<file path="config.mk">
export PLATFORM = sky130hd
export DESIGN_NAME = cluster_frame_packer
export DESIGN_NICKNAME = d
export VERILOG_FILES = /design/src/rtl/cluster_pkg.sv /design/src/rtl/cluster_slot_mux.sv /design/src/rtl/cluster_frame_packer.sv
export SDC_FILE = /design/constraint.sdc
export NUM_CORES = 1
export LEC_CHECK = 0
export BUFFER_PORTS_ARGS = -buffer_cell sky130_fd_sc_hd__buf_2
export CORE_ASPECT_RATIO = 1.2
export CORE_MARGIN = 5
export CORE_UTILIZATION = 53
export DETAILED_ROUTE_END_ITERATION = 10
export PLACE_DENSITY = 0.84
export SLEW_MARGIN = 20
export SYNTH_ARGS = -nofsm -noshare
export SYNTH_HDL_FRONTEND = slang
export SYNTH_SLANG_ARGS = --single-unit
export TNS_END_PERCENT = 5
</file>
<file path="constraint.sdc">
create_clock -name clock4x -period 1.9 [get_ports clock4x]
set_input_delay 0.285 -clock clock4x [delete_from_list [all_inputs] [get_ports clock4x]]
set_output_delay 0.285 -clock clock4x [all_outputs]
set_load 0.005 [all_outputs]
</file>
<file path="src/rtl/cluster_pkg.sv">
// Shared widths, cluster word encoding and FSM state type for the cluster frame packer.
// Optional feature macro: CLUSTER_PARITY_EN (appends an even-parity LSB to every cluster).
package cluster_pkg;

  localparam int MXADRBITS = 11;
  localparam int MXCNTBITS = 3;
  localparam logic [MXADRBITS-1:0] INVALID_ADR = {MXADRBITS{1'b1}};

  localparam int NCLUSTERS = 8;
  localparam int NSLOTS    = 4;

  function automatic int cluster_width();
`ifdef CLUSTER_PARITY_EN
    return MXADRBITS + MXCNTBITS + 1;
`else
    return MXADRBITS + MXCNTBITS;
`endif
  endfunction

  localparam int CW = cluster_width();

  typedef logic [CW-1:0]   cluster_word_t;
  typedef logic [2*CW-1:0] pair_word_t;

  typedef enum logic {
    ST_IDLE = 1'b0,
    ST_SEND = 1'b1
  } state_e;

  // Even parity: the appended bit makes the XOR over adr, cnt and parity zero.
  function automatic logic even_parity(input logic [MXADRBITS-1:0] adr,
                                       input logic [MXCNTBITS-1:0] cnt);
    return ^{adr, cnt};
  endfunction

  function automatic cluster_word_t pack_cluster(input logic [MXADRBITS-1:0] adr,
                                                 input logic [MXCNTBITS-1:0] cnt);
`ifdef CLUSTER_PARITY_EN
    return {adr, cnt, even_parity(adr, cnt)};
`else
    return {adr, cnt};
`endif
  endfunction

  localparam cluster_word_t INVALID_CLUSTER = pack_cluster(INVALID_ADR, {MXCNTBITS{1'b0}});
  localparam pair_word_t    INVALID_PAIR    = {INVALID_CLUSTER, INVALID_CLUSTER};

endpackage

</file>
<file path="src/rtl/cluster_slot_mux.sv">
// Picks the cluster pair {cluster 2k+1, cluster 2k} for slot k out of the captured frame.
module cluster_slot_mux
  import cluster_pkg::*;
(
  input  cluster_word_t cap [NCLUSTERS],
  input  logic [1:0]    slot,
  output pair_word_t    pair
);

  always_comb begin
    pair = {cap[1], cap[0]};
    case (slot)
      2'd0:    pair = {cap[1], cap[0]};
      2'd1:    pair = {cap[3], cap[2]};
      2'd2:    pair = {cap[5], cap[4]};
      2'd3:    pair = {cap[7], cap[6]};
      default: pair = {cap[1], cap[0]};
    endcase
  end

endmodule

</file>
<file path="src/rtl/cluster_frame_packer.sv">
// Captures 8 sorted clusters on mux_pulse_in and serializes them as 4 pair-words per BX frame.
// Build option: CLUSTER_PARITY_EN adds an even-parity bit to each cluster.
module cluster_frame_packer
  import cluster_pkg::*;
(
  input  logic                 clock4x,
  input  logic                 reset_n,
  input  logic                 mux_pulse_in,
  input  logic [MXADRBITS-1:0] adr_in0,
  input  logic [MXADRBITS-1:0] adr_in1,
  input  logic [MXADRBITS-1:0] adr_in2,
  input  logic [MXADRBITS-1:0] adr_in3,
  input  logic [MXADRBITS-1:0] adr_in4,
  input  logic [MXADRBITS-1:0] adr_in5,
  input  logic [MXADRBITS-1:0] adr_in6,
  input  logic [MXADRBITS-1:0] adr_in7,
  input  logic [MXCNTBITS-1:0] cnt_in0,
  input  logic [MXCNTBITS-1:0] cnt_in1,
  input  logic [MXCNTBITS-1:0] cnt_in2,
  input  logic [MXCNTBITS-1:0] cnt_in3,
  input  logic [MXCNTBITS-1:0] cnt_in4,
  input  logic [MXCNTBITS-1:0] cnt_in5,
  input  logic [MXCNTBITS-1:0] cnt_in6,
  input  logic [MXCNTBITS-1:0] cnt_in7,
  output pair_word_t           word_o,
  output logic                 word_valid_o,
  output logic                 frame_start_o,
  output logic [3:0]           nclusters_o,
  output logic                 sync_err_o,
  output state_e               dbg_state_o,
  output logic [1:0]           dbg_slot_o
);

  // Link-side handshake: word_valid_o qualifies word_o every cycle; there is no
  // ready/backpressure, so the receiver must accept each valid word as presented.

  logic [MXADRBITS-1:0] adr_in [NCLUSTERS];
  logic [MXCNTBITS-1:0] cnt_in [NCLUSTERS];
  cluster_word_t        in_word [NCLUSTERS];
  cluster_word_t        cap_q   [NCLUSTERS];
  logic [3:0]           in_count;

  assign adr_in = '{adr_in0, adr_in1, adr_in2, adr_in3, adr_in4, adr_in5, adr_in6, adr_in7};
  assign cnt_in = '{cnt_in0, cnt_in1, cnt_in2, cnt_in3, cnt_in4, cnt_in5, cnt_in6, cnt_in7};

  always_comb begin
    in_count = 4'd0;
    for (int i = 0; i < NCLUSTERS; i++) begin
      in_word[i] = pack_cluster(adr_in[i], cnt_in[i]);
      if (adr_in[i] != INVALID_ADR) in_count = in_count + 4'd1;
    end
  end

  state_e     state_q, state_d;
  logic [1:0] slot_q, slot_d;
  logic [1:0] slot_next;
  pair_word_t mux_pair;
  pair_word_t word_d;
  logic       valid_d, start_d, err_d;
  logic [3:0] ncl_d;
  logic       early_pulse;

  assign slot_next   = slot_q + 2'd1;
  assign early_pulse = mux_pulse_in && (state_q == ST_SEND) && (slot_q != 2'd3);

  // Slot 0 comes straight from the inputs on the pulse edge; slots 1..3 from the capture register.
  cluster_slot_mux u_slot_mux (
    .cap  (cap_q),
    .slot (slot_next),
    .pair (mux_pair)
  );

  always_comb begin
    state_d = ST_IDLE;
    slot_d  = 2'd0;
    word_d  = INVALID_PAIR;
    valid_d = 1'b0;
    start_d = 1'b0;
    ncl_d   = 4'd0;
    err_d   = sync_err_o | early_pulse;
    if (mux_pulse_in) begin
      state_d = ST_SEND;
      slot_d  = 2'd0;
      word_d  = {in_word[1], in_word[0]};
      valid_d = 1'b1;
      start_d = 1'b1;
      ncl_d   = in_count;
    end else if (state_q == ST_SEND && slot_q != 2'd3) begin
      state_d = ST_SEND;
      slot_d  = slot_next;
      word_d  = mux_pair;
      valid_d = 1'b1;
      ncl_d   = nclusters_o;
    end
  end

  always_ff @(posedge clock4x or negedge reset_n) begin
    if (!reset_n) begin
      state_q       <= ST_IDLE;
      slot_q        <= 2'd0;
      word_o        <= INVALID_PAIR;
      word_valid_o  <= 1'b0;
      frame_start_o <= 1'b0;
      nclusters_o   <= 4'd0;
      sync_err_o    <= 1'b0;
    end else begin
      state_q       <= state_d;
      slot_q        <= slot_d;
      word_o        <= word_d;
      word_valid_o  <= valid_d;
      frame_start_o <= start_d;
      nclusters_o   <= ncl_d;
      sync_err_o    <= err_d;
    end
  end

  always_ff @(posedge clock4x or negedge reset_n) begin
    if (!reset_n) begin
      for (int i = 0; i < NCLUSTERS; i++) cap_q[i] <= INVALID_CLUSTER;
    end else if (mux_pulse_in) begin
      for (int i = 0; i < NCLUSTERS; i++) cap_q[i] <= in_word[i];
    end
  end

  assign dbg_state_o = state_q;
  assign dbg_slot_o  = slot_q;

endmodule
</file>
=== Word level (Yosys, flattened, before mapping) ===
Cells that the tools add are included.

* $add $sub $neg: 8
* Multipliers: 0
* Divide/modulo/power cells: 0
* Magnitude comparators: 0
* Equal/unequal tests: 13
* Shifts and indexed selects: 0
* Multiplexer cells: 18
* Bitwise gates (word level): 1
* Reductions and logical operators: 4

{| class="wikitable"
|+ Operators with widths
! operator !! count
|-
| 28-bit one-hot mux with 4 select lines || 1
|-
| 11-bit != test (second input constant) || 8
|-
| 28-bit two-way mux || 2
|-
| 4-bit two-way mux || 9
|-
| 4-bit by 1-bit adder with 4-bit output (second input constant) || 7
|-
| 2-bit == test (second input constant) || 2
|-
| 1-bit two-way mux || 4
|-
| 2-bit two-way mux || 2
|-
| 2-bit != test (second input constant) || 2
|-
| 1-bit logical AND || 3
|-
| 2-bit by 1-bit adder with 2-bit output (second input constant) || 1
|-
| 2-bit by 1-bit == test with 1-bit output (second input constant) || 1
|-
| 2-bit logical NOT || 1
|-
| 1-bit OR || 1
|}

* Register bits after elaboration: 149
* Latch bits: 0
* RAM bits: 0
* Memory bits (read-only): 0
* Bits of input ports: 115
* Logic and storage cells: 58
* Memories: 0

=== Depth between registers and ports, before layout ===
* Depth after elaboration: 17
* Mapped depth: 22
* Gate-level depth less buffers: 21

=== Cells and area by module ===
From an unflattened synthesis, not the netlist that was laid out.

* Cells, all modules: 541
* Area, all modules: 7188.1 um2

{| class="wikitable"
|+ By module, submodules not included
! module !! instances !! cells each !! area an instance (um2) !! seq. area each (um2)
|-
| cluster_frame_packer || 1 || 507 || 6461.2 || 3866.2
|-
| cluster_slot_mux || 1 || 34 || 726.9 || 0.0
|}

=== Least setup slack after synthesis ===
No wires, ideal clock.

* Kind: input-to-reg
* Start: input adr_in1[5]
* End: register nclusters_o[1]
* Library setup time: 0.138 ns
* Arrival: 3.998 ns
* Path slack: -2.236 ns
* Stages on the path: 21
* Buffers on the path: 2
* Cells stage by stage: nand4_1 > or3_1 > buf_2 > ha_1 > clkbuf_1 > xnor2_1 > ha_1 > o31ai_1 > o21ai_0 > mux2i_1 > xnor2_1 > a21oi_2 > ha_1 > xnor2_1 > xnor2_1 > o2bb2ai_1 > o21bai_1 > inv_1 > ha_1 > mux2i_1 > o22ai_1

* Word-level cells in the longest chain between the ends: 15

{| class="wikitable"
|+ Ends and longest elaborated chain
! element !! RTL line !! RTL
|-
| start, declared || cluster_frame_packer.sv:10 || <nowiki>input logic [MXADRBITS-1:0] adr_in1,</nowiki>
|-
| 11-bit != test * || cluster_frame_packer.sv:50 || <nowiki>if (adr_in[i] != INVALID_ADR) in_count = in_count + 4'd1;</nowiki>
|-
| 4-bit two-way mux * || cluster_frame_packer.sv:50 ||
|-
| 4-bit by 1-bit adder with 4-bit output || cluster_frame_packer.sv:50 ||
|-
| 4-bit two-way mux * || cluster_frame_packer.sv:50 ||
|-
| 4-bit by 1-bit adder with 4-bit output || cluster_frame_packer.sv:50 ||
|-
| 4-bit two-way mux * || cluster_frame_packer.sv:50 ||
|-
| 4-bit by 1-bit adder with 4-bit output || cluster_frame_packer.sv:50 ||
|-
| 4-bit two-way mux * || cluster_frame_packer.sv:50 ||
|-
| 4-bit by 1-bit adder with 4-bit output || cluster_frame_packer.sv:50 ||
|-
| 4-bit two-way mux * || cluster_frame_packer.sv:50 ||
|-
| 4-bit by 1-bit adder with 4-bit output || cluster_frame_packer.sv:50 ||
|-
| 4-bit two-way mux * || cluster_frame_packer.sv:50 ||
|-
| 4-bit by 1-bit adder with 4-bit output || cluster_frame_packer.sv:50 ||
|-
| 4-bit two-way mux * || cluster_frame_packer.sv:50 ||
|-
| 4-bit two-way mux * || cluster_frame_packer.sv:81 || <nowiki>if (mux_pulse_in) begin</nowiki>
|-
| end signal, assigned || cluster_frame_packer.sv:112 || <nowiki>nclusters_o <= ncl_d;</nowiki>
|-
| end, declared || cluster_frame_packer.sv:28 || <nowiki>output logic [3:0] nclusters_o,</nowiki>
|}

Mark *: on every way between the ends. The rest lies on a longest branch, timed or not.
A chain may end at the register's enable or synchronous reset.

=== Worst setup path after layout ===
* Start: input adr_in1[8]
* End: register nclusters_o[3]

Same word-level chain as after synthesis.

==> impl_metrics.ini <==
[pwr]
leakage_uw = 0.003722
vdd_drop_max_mv = 0.9475
swShare = 0.2723
p_seq_frac = 0.404
power.share.clock = 0.407
power_density_mw_per_mm2 = 931.6
power_switching_uw = 2167
p_int_uw = 5790
p_comb_frac = 0.189

[timing]
final_hold_viol_count = 0
rsz0062_at_grt = yes
fin_skew_ns = 0.009193
period_needed_ns = 3.536
relSlewSlack = 0.5800
report.final.slew_viol_count = 0
finalSetupViolCount = 4
worst_pin_slew_ns = 0.6300
fin_hold_ws_ns = 0.07035
min_period_over_period = 1.861
fmax_mhz = 282.8
fin_ws_ns = -1.636

[worst_setup_path]
cp.required_ns = 2.25
cp_max_fo = 4
arrival_ns = 3.89
path_class = input pin to flop
start_kind = input pin
end_kind = flop

[route]
vias = 5473
drt_iter0_drc = 520
dr.max_layer_used = met4
dr_wl_met3_um = 1377
drt_wl_total_um = 19400
routedLengthMet1_um = 6872
met2_length_um = 10220
dr.pass1.iters = 5
drc = 0
antenna_left = 0
vias_per_cell = 5.923
wl_per_cell_um = 20.99

[placement]
postPlaceCellArea_mm2 = 0.007609
dp_hpwl_um = 12860
io_buffers = 152
place.gp.congestion = 0.8611

[yosys]
async_flop_share = 1.000
synth_compound_area_frac = 0.1278
synth_edf_count = 0
ys_seq_area_frac = 0.5210
synth_mux_area_frac = 0.1620
synth_top_family_by_area = multiplexers
syn_nets = 633
syn_inst = 508
synth.distinct_cells = 59
yosys.area_share.simple = 0.1188
synth-main-ff-cell = dfstp_2
synth-xor-area-share = 0.02098
mappedNetlistArea_mm2 = 0.006023
synth-adder-area-share = 0.02077
synth_seq_cells = 121
yosysWarnings = 0
syn_avg_cell_area_um2 = 11.86

[floorplan]
core_mm2 = 0.01109
placementRows = 42
start_util = 0.5432
die_y_um = 126.8
ios = 153
die_width_um = 107.3
dieArea_mm2 = 0.01361

[cts]
clockRootBuffer = clkbuf_16
clk_path_buf_depth = 2
numClockSinks = 121
htreeDepth = 4
numCtsBuffers = 17
path_clk_slew_ns = 0.06
clk_latency_ns = 0.42
cts_tree = yes

[global_routing]
grt_max_degree = 122
antenna_found_initial = 1
track_usage = 0.2866
grt_pass1_vias = 5851
grt_pass1_wl_um = 30050
grt.overflow.total = 0

[finish]
seq_area_mm2 = 0.003138
fillers = 654
layout_commonest_cell = buf_2
multi_input_area_mm2 = 0.002894
drive_above_1_share = 0.6536
fin_nets = 880
syn2layout_area_growth_pct = 41.82
fin_area_mm2 = 0.008542
layout_common_cells = 142 x buf_2, 110 x buf_4, 88 x dfstp_2, 84 x mux2_2, 35 x nand3_1

[flow_run]
max_cap_violations = 0

[run_status]
violations = negative setup slack
status = finished, violations left

[hold_path]
min_path_type = input pin to flop
==> final timing paths <==
check	from	slack, ns	cells past startpoint	endpoint
max	adr_in1[8]	-1.64	18	nclusters_o[3]$_DFFE_PN0P_
min	adr_in0[0]	0.07	2	word_o[3]$_DFF_PN1_
max reg2reg	dbg_slot_o[0]$_DFF_PN0_	0.25	4	word_o[14]$_DFF_PN0_
min reg2reg	sync_err_o$_DFF_PN0_	0.45	1	sync_err_o$_DFF_PN0_
max in group asynchronous	reset_n	0.94	3	nclusters_o[3]$_DFFE_PN0P_
min in group asynchronous	reset_n	0.50	3	cap_q[28]$_DFFE_PN0P_
==> through the flow <==
step	setup slack (ns)	power (uW)	instances	utilization	TNS (ns)
6_report	-1.636	7958	924	0.7704	-5.644
4_1_cts	-1.670	7929	921	0.7606	-5.630
3_5_place_dp	-2.084	4681	870	0.6862	-7.525
3_3_place_gp	-1.953	4616	870	0.6862	-7.058
5_1_grt	-1.771	8276	923	0.7701	-6.087
2_1_floorplan	-1.814	3982	508	-	-6.168
==> synth_stat cells, drive strengths merged, types with 2 or more instances <==
library cell / count / share of area
nor2: 9 / 0.0056
o21ai: 9 / 0.0075
nand2: 21 / 0.013
buf: 10 / 0.0075
o211ai: 3 / 0.0046
nand4: 18 / 0.022
or4b: 3 / 0.0050
dfrtp: 33 / 0.14
nor3: 11 / 0.012
o31a: 3 / 0.0046
dfstp: 88 / 0.38
or2: 2 / 0.0021
nand3: 37 / 0.031
o21a: 22 / 0.027
xnor2: 10 / 0.016
a21oi: 26 / 0.022
or3: 6 / 0.0062
mux2: 84 / 0.16
mux2i: 3 / 0.0050
clkbuf: 25 / 0.016
and2: 3 / 0.0031
nor4b: 2 / 0.0029
nor2b: 2 / 0.0021
a22oi: 22 / 0.027
o22ai: 3 / 0.0031
inv: 9 / 0.0056
a222oi: 6 / 0.010
ha: 10 / 0.021
a2111oi: 2 / 0.0039
and4: 3 / 0.0044
nor4: 4 / 0.0042
and3: 3 / 0.0031
a21o: 2 / 0.0025
o31ai: 3 / 0.0046
==> per-layer routing <==
metal,GRT usage,up-vias
met5,0,-
met4,0.1550,0
met3,0.07114,83
met2,0.4939,303
met1,0.3240,2681
li1,-,2406
==> kinds of logic after synthesis <==
logic type,count (synthesis)
AO/OA/AOI/OAI,108
XOR/XNOR,12
adder cells (fa/ha/maj),10
buffers and inverters,44
flip-flops,121
multiplexers,87
AND/OR/NAND/NOR,126
==> registers in the layout, indices dropped and copies added (netlist names) <==
signal,cells
dbg_state_o,1
cap_q,84
frame_start_o,1
sync_err_o,1
nclusters_o,4
word_o,28
dbg_slot_o,2
==> cell type report <==
class	count	area share
antenna	2	0.0005859
clock buffer	22	0.05800
clock inverter	10	0.01245
inverter	9	0.003955
multi-input combinational	343	0.3388
sequential	121	0.3674
tap	154	0.02256
timing repair buffer	263	0.1963
==> power by group through the flow <==
| stage | clock (uW) | combinational [uW] | sequential [uW] |
|---|---|---|---|
| 2_1_floorplan | 0 | 751 | 3230 |
| 3_3_place_gp | 0 | 1390 | 3220 |
| 3_5_place_dp | 0 | 1430 | 3250 |
| 4_1_cts | 3250 | 1470 | 3210 |
| 5_1_grt | 3400 | 1620 | 3250 |
| 6_report | 3240 | 1500 | 3220 |
==> critical path: stages <==
cell	delay, ns
buf_2	0.11
nand4_1	0.19
or3_4	0.42
ha_4	0.32
xnor2_4	0.13
ha_4	0.24
o31ai_4	0.08
o31a_1	0.23
mux2i_1	0.12
xnor2_1	0.15
a21oi_2	0.21
ha_4	0.23
xnor2_2	0.13
xnor2_1	0.12
o2bb2ai_1	0.12
o21bai_4	0.18
or4b_4	0.54
nand3_2	0.08
==> repair_timing <==
action,in CTS,in global routing
cloned,0,0
hold buffers,1,0
endpoints found under the hold margin,33,0
setup buffers,18,2
setup endpoints to repair,4,4
pin swaps,15,19
resized for setup,14,18
Note: power is estimated with default switching activity, not from simulation.
